File: src/rtl/crossing_scheduler_pkg.sv
// Shared encodings for the crossing scheduler and the light-controller bench.
// Holds the FSM states, the grant codes and the round-robin pick.
package crossing_scheduler_pkg;

  typedef enum logic [1:0] {
    IDLE  = 2'd0,
    ISSUE = 2'd1,
    CROSS = 2'd2,
    GAP   = 2'd3
  } state_t;

  localparam logic GRANT_PED = 1'b0;
  localparam logic GRANT_CYC = 1'b1;

  // On a tie the requester that was not served last wins.
  function automatic logic rr_pick(input logic ped, input logic cyc, input logic last);
    if (ped && cyc) return (last == GRANT_CYC) ? GRANT_PED : GRANT_CYC;
    else if (cyc)   return GRANT_CYC;
    else            return GRANT_PED;
  endfunction

endpackage

File: src/rtl/crossing_scheduler_tick.sv
// Free-running prescaler: one-cycle tick every TICK_DIV clocks.
// The counter runs 0..TICK_DIV-1 and tick marks the terminal count.
module tick_prescaler #(
  parameter int TICK_DIV = 8
) (
  input  logic clock,
  input  logic reset,
  output logic tick
);

  localparam int W = $clog2(TICK_DIV);
  localparam logic [W-1:0] LAST = W'(TICK_DIV - 1);

  logic [W-1:0] count;

  always_ff @(posedge clock) begin
    if (reset)              count <= '0;
    else if (count == LAST) count <= '0;
    else                    count <= count + 1'b1;
  end

  assign tick = (count == LAST);

endmodule

File: src/rtl/crossing_scheduler.sv
// Schedules pedestrian/cyclist crossings: latches button presses, arbitrates
// round-robin, pulses start and holds busy through the crossing and gap.
//
// state | meaning
// IDLE  | no crossing in progress, waiting for a pending request
// ISSUE | one cycle: start pulse, grant chosen, granted request cleared
// CROSS | crossing held for CROSS_TICKS ticks
// GAP   | vehicle-green gap for MIN_GAP_TICKS ticks before the next crossing
module crossing_scheduler
  import crossing_scheduler_pkg::*;
#(
  parameter int TICK_DIV      = 8,
  parameter int CROSS_TICKS   = 11,
  parameter int MIN_GAP_TICKS = 4
) (
  input  logic clock,
  input  logic reset,
  input  logic ped_button,
  input  logic cyc_button,
  output logic start,
  output logic grant,
  output logic busy,
  output logic ped_wait,
  output logic cyc_wait
);

  localparam int MAX_TICKS = (CROSS_TICKS > MIN_GAP_TICKS) ? CROSS_TICKS : MIN_GAP_TICKS;
  localparam int CNT_W     = $clog2(MAX_TICKS + 1);
  localparam logic [CNT_W-1:0] CROSS_LOAD = CNT_W'(CROSS_TICKS);
  localparam logic [CNT_W-1:0] GAP_LOAD   = CNT_W'(MIN_GAP_TICKS);
  localparam logic [CNT_W-1:0] CNT_ONE    = CNT_W'(1);

  state_t           state;
  logic [CNT_W-1:0] count;
  logic             tick;
  logic             ped_q, cyc_q;
  logic             ped_pend, cyc_pend;
  logic             last_grant;
  logic             ped_edge, cyc_edge;
  logic             pick;

  tick_prescaler #(.TICK_DIV(TICK_DIV)) u_tick (
    .clock (clock),
    .reset (reset),
    .tick  (tick)
  );

  assign ped_edge = ped_button & ~ped_q;
  assign cyc_edge = cyc_button & ~cyc_q;
  assign pick     = rr_pick(ped_pend, cyc_pend, last_grant);
  assign ped_wait = ped_pend;
  assign cyc_wait = cyc_pend;

  always_ff @(posedge clock) begin
    if (reset) begin
      state      <= IDLE;
      count      <= '0;
      ped_q      <= 1'b0;
      cyc_q      <= 1'b0;
      ped_pend   <= 1'b0;
      cyc_pend   <= 1'b0;
      last_grant <= GRANT_CYC;
      start      <= 1'b0;
      busy       <= 1'b0;
      grant      <= GRANT_PED;
    end else begin
      ped_q    <= ped_button;
      cyc_q    <= cyc_button;
      start    <= 1'b0;
      ped_pend <= ped_pend | ped_edge;
      cyc_pend <= cyc_pend | cyc_edge;

      case (state)
        IDLE: begin
          if (ped_pend || cyc_pend) begin
            state      <= ISSUE;
            start      <= 1'b1;
            busy       <= 1'b1;
            grant      <= pick;
            last_grant <= pick;
          end
        end
        ISSUE: begin
          count <= CROSS_LOAD;
          state <= CROSS;
          // A fresh press from the served requester is merged into this crossing.
          if (grant == GRANT_PED) ped_pend <= 1'b0;
          else                    cyc_pend <= 1'b0;
        end
        CROSS: begin
          if (tick) begin
            if (count == CNT_ONE) begin
              count <= GAP_LOAD;
              state <= GAP;
            end else if (count != '0) begin
              count <= count - 1'b1;
            end
          end
        end
        GAP: begin
          if (tick && count != '0) begin
            count <= count - 1'b1;
            if (count == CNT_ONE) begin
              state <= IDLE;
              busy  <= 1'b0;
            end
          end
        end
        default: state <= IDLE;
      endcase
    end
  end

endmodule
File: config.mk
export PLATFORM = sky130hd
export DESIGN_NAME = crossing_scheduler
export DESIGN_NICKNAME = d
export VERILOG_FILES = /design/src/rtl/crossing_scheduler_pkg.sv /design/src/rtl/crossing_scheduler_tick.sv /design/src/rtl/crossing_scheduler.sv
export SDC_FILE = /design/constraint.sdc
export NUM_CORES = 1
export LEC_CHECK = 0
export ABC_AREA = 1
export ABC_CLOCK_PERIOD_IN_PS = 2100
export CAP_MARGIN = 25
export CELL_PAD_IN_SITES_DETAIL_PLACEMENT = 1
export CELL_PAD_IN_SITES_GLOBAL_PLACEMENT = 1
export CORE_UTILIZATION = 43
export DETAILED_ROUTE_END_ITERATION = 7
export HOLD_SLACK_MARGIN = 0.12
export PLACE_DENSITY = 0.83
export SYNTH_ARGS = -nofsm -noshare
export SYNTH_HDL_FRONTEND = slang
export SYNTH_SLANG_ARGS = --single-unit
File: constraint.sdc
create_clock -name clock -period 2.1 [get_ports clock]
set_input_delay 0.63 -clock clock [delete_from_list [all_inputs] [get_ports clock]]
set_output_delay 0.63 -clock clock [all_outputs]
set_load 0.01 [all_outputs]
==> results of run 1 <==
-- area by class of cell --
cell class / count / area, um2
tap: 27 / 33.8
fill: 284 / 937
multi-input combinational: 93 / 542
timing repair buffer: 8 / 80.1
clock buffer: 4 / 26.3
sequential: 17 / 340
inverter: 22 / 82.6
-- cell usage in the layout, fill, tap and decap left out, types with 2 or more instances in the layout --
cell and count:
a21oi_1 3, inv_2 2, ha_1 10, o22ai_1 2, nor2_2 3, dfxtp_1 17, nand2_2 2, clkbuf_4 3
nor2_1 22, nand2_1 30, inv_1 20, clkdlybuf4s50_1 8, nand3_1 9, nor2_4 3
-- flip-flops by register name, summed over array words and instances (netlist names) --
signal and cells:
count 4, u_tick.count 3, state 2, busy 1, cyc_q 1, cyc_wait 1, grant 1, last_grant 1
ped_q 1, ped_wait 1, start 1
-- routing by layer --
layer,global-route usage,vias to the layer above,share of wire
met5,0,-,0
met4,0.0857,0,0.017
met3,0.0370,5,0.023
met2,0.369,9,0.48
met1,0.273,398,0.48
li1,-,432,-
-- per-stage QoR --
step / power (uW) / instance area [um2] / utilization / setup WS, ns / hold WS (ns)
6_report: 1600 / 1100 / 0.541 / 0.206 / 0.432
2_1_floorplan: 1180 / 972 / - / 0.755 / 0.397
4_1_cts: 1610 / 1100 / 0.541 / 0.195 / 0.437
3_3_place_gp: 1360 / 1080 / 0.528 / 0.400 / 0.406
5_1_grt: 1760 / 1100 / 0.541 / 0.141 / 0.465
3_5_place_dp: 1430 / 1080 / 0.528 / 0.346 / 0.423
-- path summary, 6_finish.rpt --
check / to / depth (start not counted)
worst max-delay path: ped_wait / 1
worst min-delay path: u_tick.count[0] / 1
worst max register to register: state[0] / 10
worst min register to register: u_tick.count[0] / 1
-- cell families after synthesis --
logic type	Yosys count	synth area share
and+or+nand+nor	72	0.345
buffers and inverters	23	0.0927
DFF	17	0.350
AOI/OAI and AO/OA	10	0.0746
adders and majority gates	10	0.129
xor gates and xnor gates	1	0.00901
-- where the power goes --
| group | leakage, uW | internal (uW) | switching (uW) |
|---|---|---|---|
| logic | 0.000369 | 355 | 568 |
| registers | 0.000141 | 413 | 83.4 |
| clock network | 0.0000150 | 73.9 | 104 |
==> results.json, run 1 <==
{
  "synth_flop_cell": "dfxtp_1",
  "wl_mm": 2.29,
  "cp_cell_sequence": "clkdlybuf4s50_1",
  "maxSlewViolCount": 0,
  "fin_setup_tns_ns": 0,
  "io_pins": 9,
  "fp.dieH_um": 49.6,
  "gp_congestion": 0.767,
  "drtIter0Drc": 8,
  "hp-start": "u_tick.count[0]",
  "critical_path_class": "flip-flop to output port",
  "num_rows": 16,
  "min_path_type": "flip-flop to flip-flop",
  "coreArea_um2": 2040,
  "detail_route.first_pass.iterations": 4,
  "peakVddDrop_v": 0.000702,
  "relSlewSlack": 0.784,
  "slowest_stage": "clkdlybuf4s50_1",
  "die_area_um2": 2460,
  "via_per_inst": 4.94,
  "grt_pass1_wl_mm": 3.98,
  "holdBufCountCts": 0,
  "arrival_ns": 1.26,
  "cp_top_family": "buffers and inverters",
  "leakagePower_uw": 0.000525,
  "grt_pass1_vias": 869,
  "fp.dieW_um": 49.6,
  "r2r_slack_ns": 0.48,
  "antenna_found_initial": 0,
  "worst_skew_pair.late_latency_ns": 0.29,
  "yosysUniqueCellTypes": 22,
  "fin_crit_sh": 0.902,
  "outcome": "finished clean",
  "route.detailed.drc": 0,
  "clock-root-buffer": "clkbuf_4",
  "io_buffers": 8,
  "cts_num_sinks": 17,
  "ys_top_cells_by_count": "nand2_1, nor2_1, inv_1, dfxtp_1, ha_1",
  "wire_per_inst_um": 13.4,
  "cts_tree": "done",
  "finalHoldViolCount": 0,
  "r2r-start": "state[0]",
  "grt_max_degree": 10,
  "h-tree-depth": 1,
  "layoutNonFillerInstCount": 171,
  "drive_gt1_frac": 0.118,
  "ys_seq_area_frac": 0.350,
  "clk_path_buf_depth": 2,
  "grt_usage": 0.218,
  "cp-end-kind": "output port",
  "fin_crit_ns": 1.89,
  "yosys-top-cells-area": "dfxtp_1, ha_1, nand2_1, nor2_1, inv_1",
  "cts_buffers": 3,
  "syn_area_per_cell_um2": 7.31,
  "crit_path_start_kind": "flip-flop",
  "required_ns": 1.47,
  "hpwlAfterDp_mm": 1.86,
  "path_max_fanout": 5,
  "ys_async_sr_fraction": 0,
  "post_cts_resized": 0,
  "initial_utilization": 0.476,
  "vias": 844,
  "ys_ff_latch": 17,
  "antenna_left": 0,
  "dp_cells": 167,
  "cts_setup_buffers": 0,
  "ys_warn_count": 0,
  "synth.most_common_cell": "nand2_1",
  "diodes": 0,
  "slowest_delay_ns": 0.56,
  "gr-total-overflow": 0,
  "power.density_nw_per_um2": 1450,
  "setup_viol": 0,
  "synth_fp_nets": 147,
  "synth_edf_count": 0,
  "syn_area_um2": 972,
  "syn_inst": 133,
  "worstMarginPinSlew_ns": 0.321,
  "drv_cap": 0,
  "cts.clk_slew.worst_paths_ns": 0.10,
  "synthToLayoutAreaGrowth_pct": 13.6,
  "nets": 159,
  "crit_buf_inv": 1,
  "grt_setup_unrepaired": "no",
  "startpoint": "ped_wait",
  "yosysTopAreaCellShare": 0.350,
  "fmax_mhz": 528,
  "synth_largest_area_cell": "dfxtp_1",
  "finClkSkew_ns": 0.00431
}
No activity file was read; power rests on OpenSTA's default activity.
==> run 2: changes to the inputs <==
- PLACE_DENSITY: 0.83 -> default
- PLACE_DENSITY_LB_ADDON: default -> 0.2
==> results.json, run 2 (same netlist as run 1, synthesis figures left out) <==
{
  "outcome": "finished clean",
  "gr-total-overflow": 0,
  "coreArea_um2": 2040,
  "leakagePower_uw": 0.000525,
  "drive_gt1_frac": 0.118,
  "clock-root-buffer": "clkbuf_4",
  "critical_path_class": "flip-flop to output port",
  "drtIter0Drc": 9,
  "holdWs_ns": 0.423,
  "worst_skew_pair.late_latency_ns": 0.30,
  "initial_utilization": 0.476,
  "detail_route.first_pass.iterations": 4,
  "grt_pass1_vias": 916,
  "fp.dieH_um": 49.6,
  "cts.clk_slew.worst_paths_ns": 0.10,
  "finalHoldViolCount": 0,
  "worstMarginPinSlew_ns": 0.382,
  "mostFrequentLayoutCells": "nand2_1, nor2_1, inv_1",
  "place_ws_ns": 0.342,
  "crit_path_start_kind": "flip-flop",
  "num_rows": 16,
  "grt_pass1_wl_mm": 4.05,
  "io_pins": 9,
  "path_max_fanout": 5,
  "slowest_stage": "clkdlybuf4s50_1",
  "setup_ws_ns": 0.153,
  "antenna_left": 0,
  "final_common_cell": "nand2_1",
  "cp_top_family": "buffers and inverters",
  "fmax_mhz": 514,
  "fin_crit_ns": 1.95,
  "cts_buffers": 3,
  "holdBufCountCts": 0,
  "grt_max_degree": 10,
  "cts_num_sinks": 17,
  "reg2reg_depth": 8,
  "post_cts_resized": 0,
  "relSlewSlack": 0.743,
  "vias": 843,
  "largest_reg_flops": 4,
  "fp.dieW_um": 49.6,
  "diodes": 0,
  "largest_register": "count",
  "via_per_inst": 4.93,
  "cts_setup_buffers": 0,
  "power.density_nw_per_um2": 1450,
  "cp_cell_sequence": "clkdlybuf4s50_1",
  "antenna_found_initial": 0,
  "cts_tree": "done",
  "finClkSkew_ns": 0.00588,
  "gp_congestion": 0.781,
  "clk_path_buf_depth": 2,
  "finish.instance_area_um2": 1100,
  "arrival_ns": 1.32,
  "route.detailed.drc": 0,
  "required_ns": 1.47,
  "placed_area_um2": 1080,
  "slowest_delay_ns": 0.59,
  "grt_setup_unrepaired": "no",
  "reg_top3": "count x4, u_tick.count x3, state x2",
  "nFillCells": 284,
  "cp.depth": 1,
  "whs_path_depth": 1,
  "wire_per_inst_um": 13.5,
  "peakVddDrop_v": 0.000644,
  "cp-end-kind": "output port",
  "h-tree-depth": 1,
  "drv_cap": 0,
  "grt_usage": 0.223,
  "crit_buf_inv": 1,
  "setup_viol": 0,
  "nets": 159,
  "power.total_uw": 1610,
  "hpwlAfterDp_mm": 1.82,
  "min_path_type": "flip-flop to flip-flop",
  "fin_setup_tns_ns": 0,
  "fin_crit_sh": 0.927,
  "io_buffers": 8,
  "wl_mm": 2.31,
  "die_area_um2": 2460,
  "synthToLayoutAreaGrowth_pct": 13.6,
  "maxSlewViolCount": 0
}
-- run 2: cell counts in the layout (fill, tap and decap cells not counted) --
No cell type changed its count.
-- run 2: worst paths after layout --
check                   from               to  slack [ns]
min          u_tick.count[0]  u_tick.count[0]        0.42
max                 cyc_wait         cyc_wait        0.15
min reg2reg  u_tick.count[0]  u_tick.count[0]        0.42
max reg2reg         state[0]         count[0]        0.51
-- run 2: power breakdown --
part	switching (uW)	total, uW	internal (uW)
Combinational	573	931	358
Sequential	80.0	493	413
Clock	108	183	74.1
-- run 2: area by class of cell --
cell class	count	area, um2	share of cell area
repair buffers	8	80.1	0.0725
clock buffers	4	26.3	0.0238
multi-input cells	93	542	0.490
inverters	22	82.6	0.0747
flip-flops and latches	17	340	0.308
well taps	27	33.8	0.0306
-- run 2: metrics by stage --
| stage | utilization | cells |
|---|---|---|
| floorplan | - | 133 |
| global placement | 0.528 | 167 |
| detailed placement | 0.528 | 167 |
| CTS | 0.541 | 171 |
| global route | 0.541 | 171 |
| finish | 0.541 | 171 |
-- run 2: routing by layer --
metal,up-vias,global-route usage,part of all wire
met5,-,0,0
met4,0,0.105,0.030
met3,9,0.0556,0.027
met2,12,0.390,0.48
met1,393,0.251,0.47
li1,429,-,-
==> run 3: changes to the inputs <==
- SLEW_MARGIN: default -> 10
==> results of run 3 <==
Same layout as run 2: the final DEF is identical, and so are final timing and power.
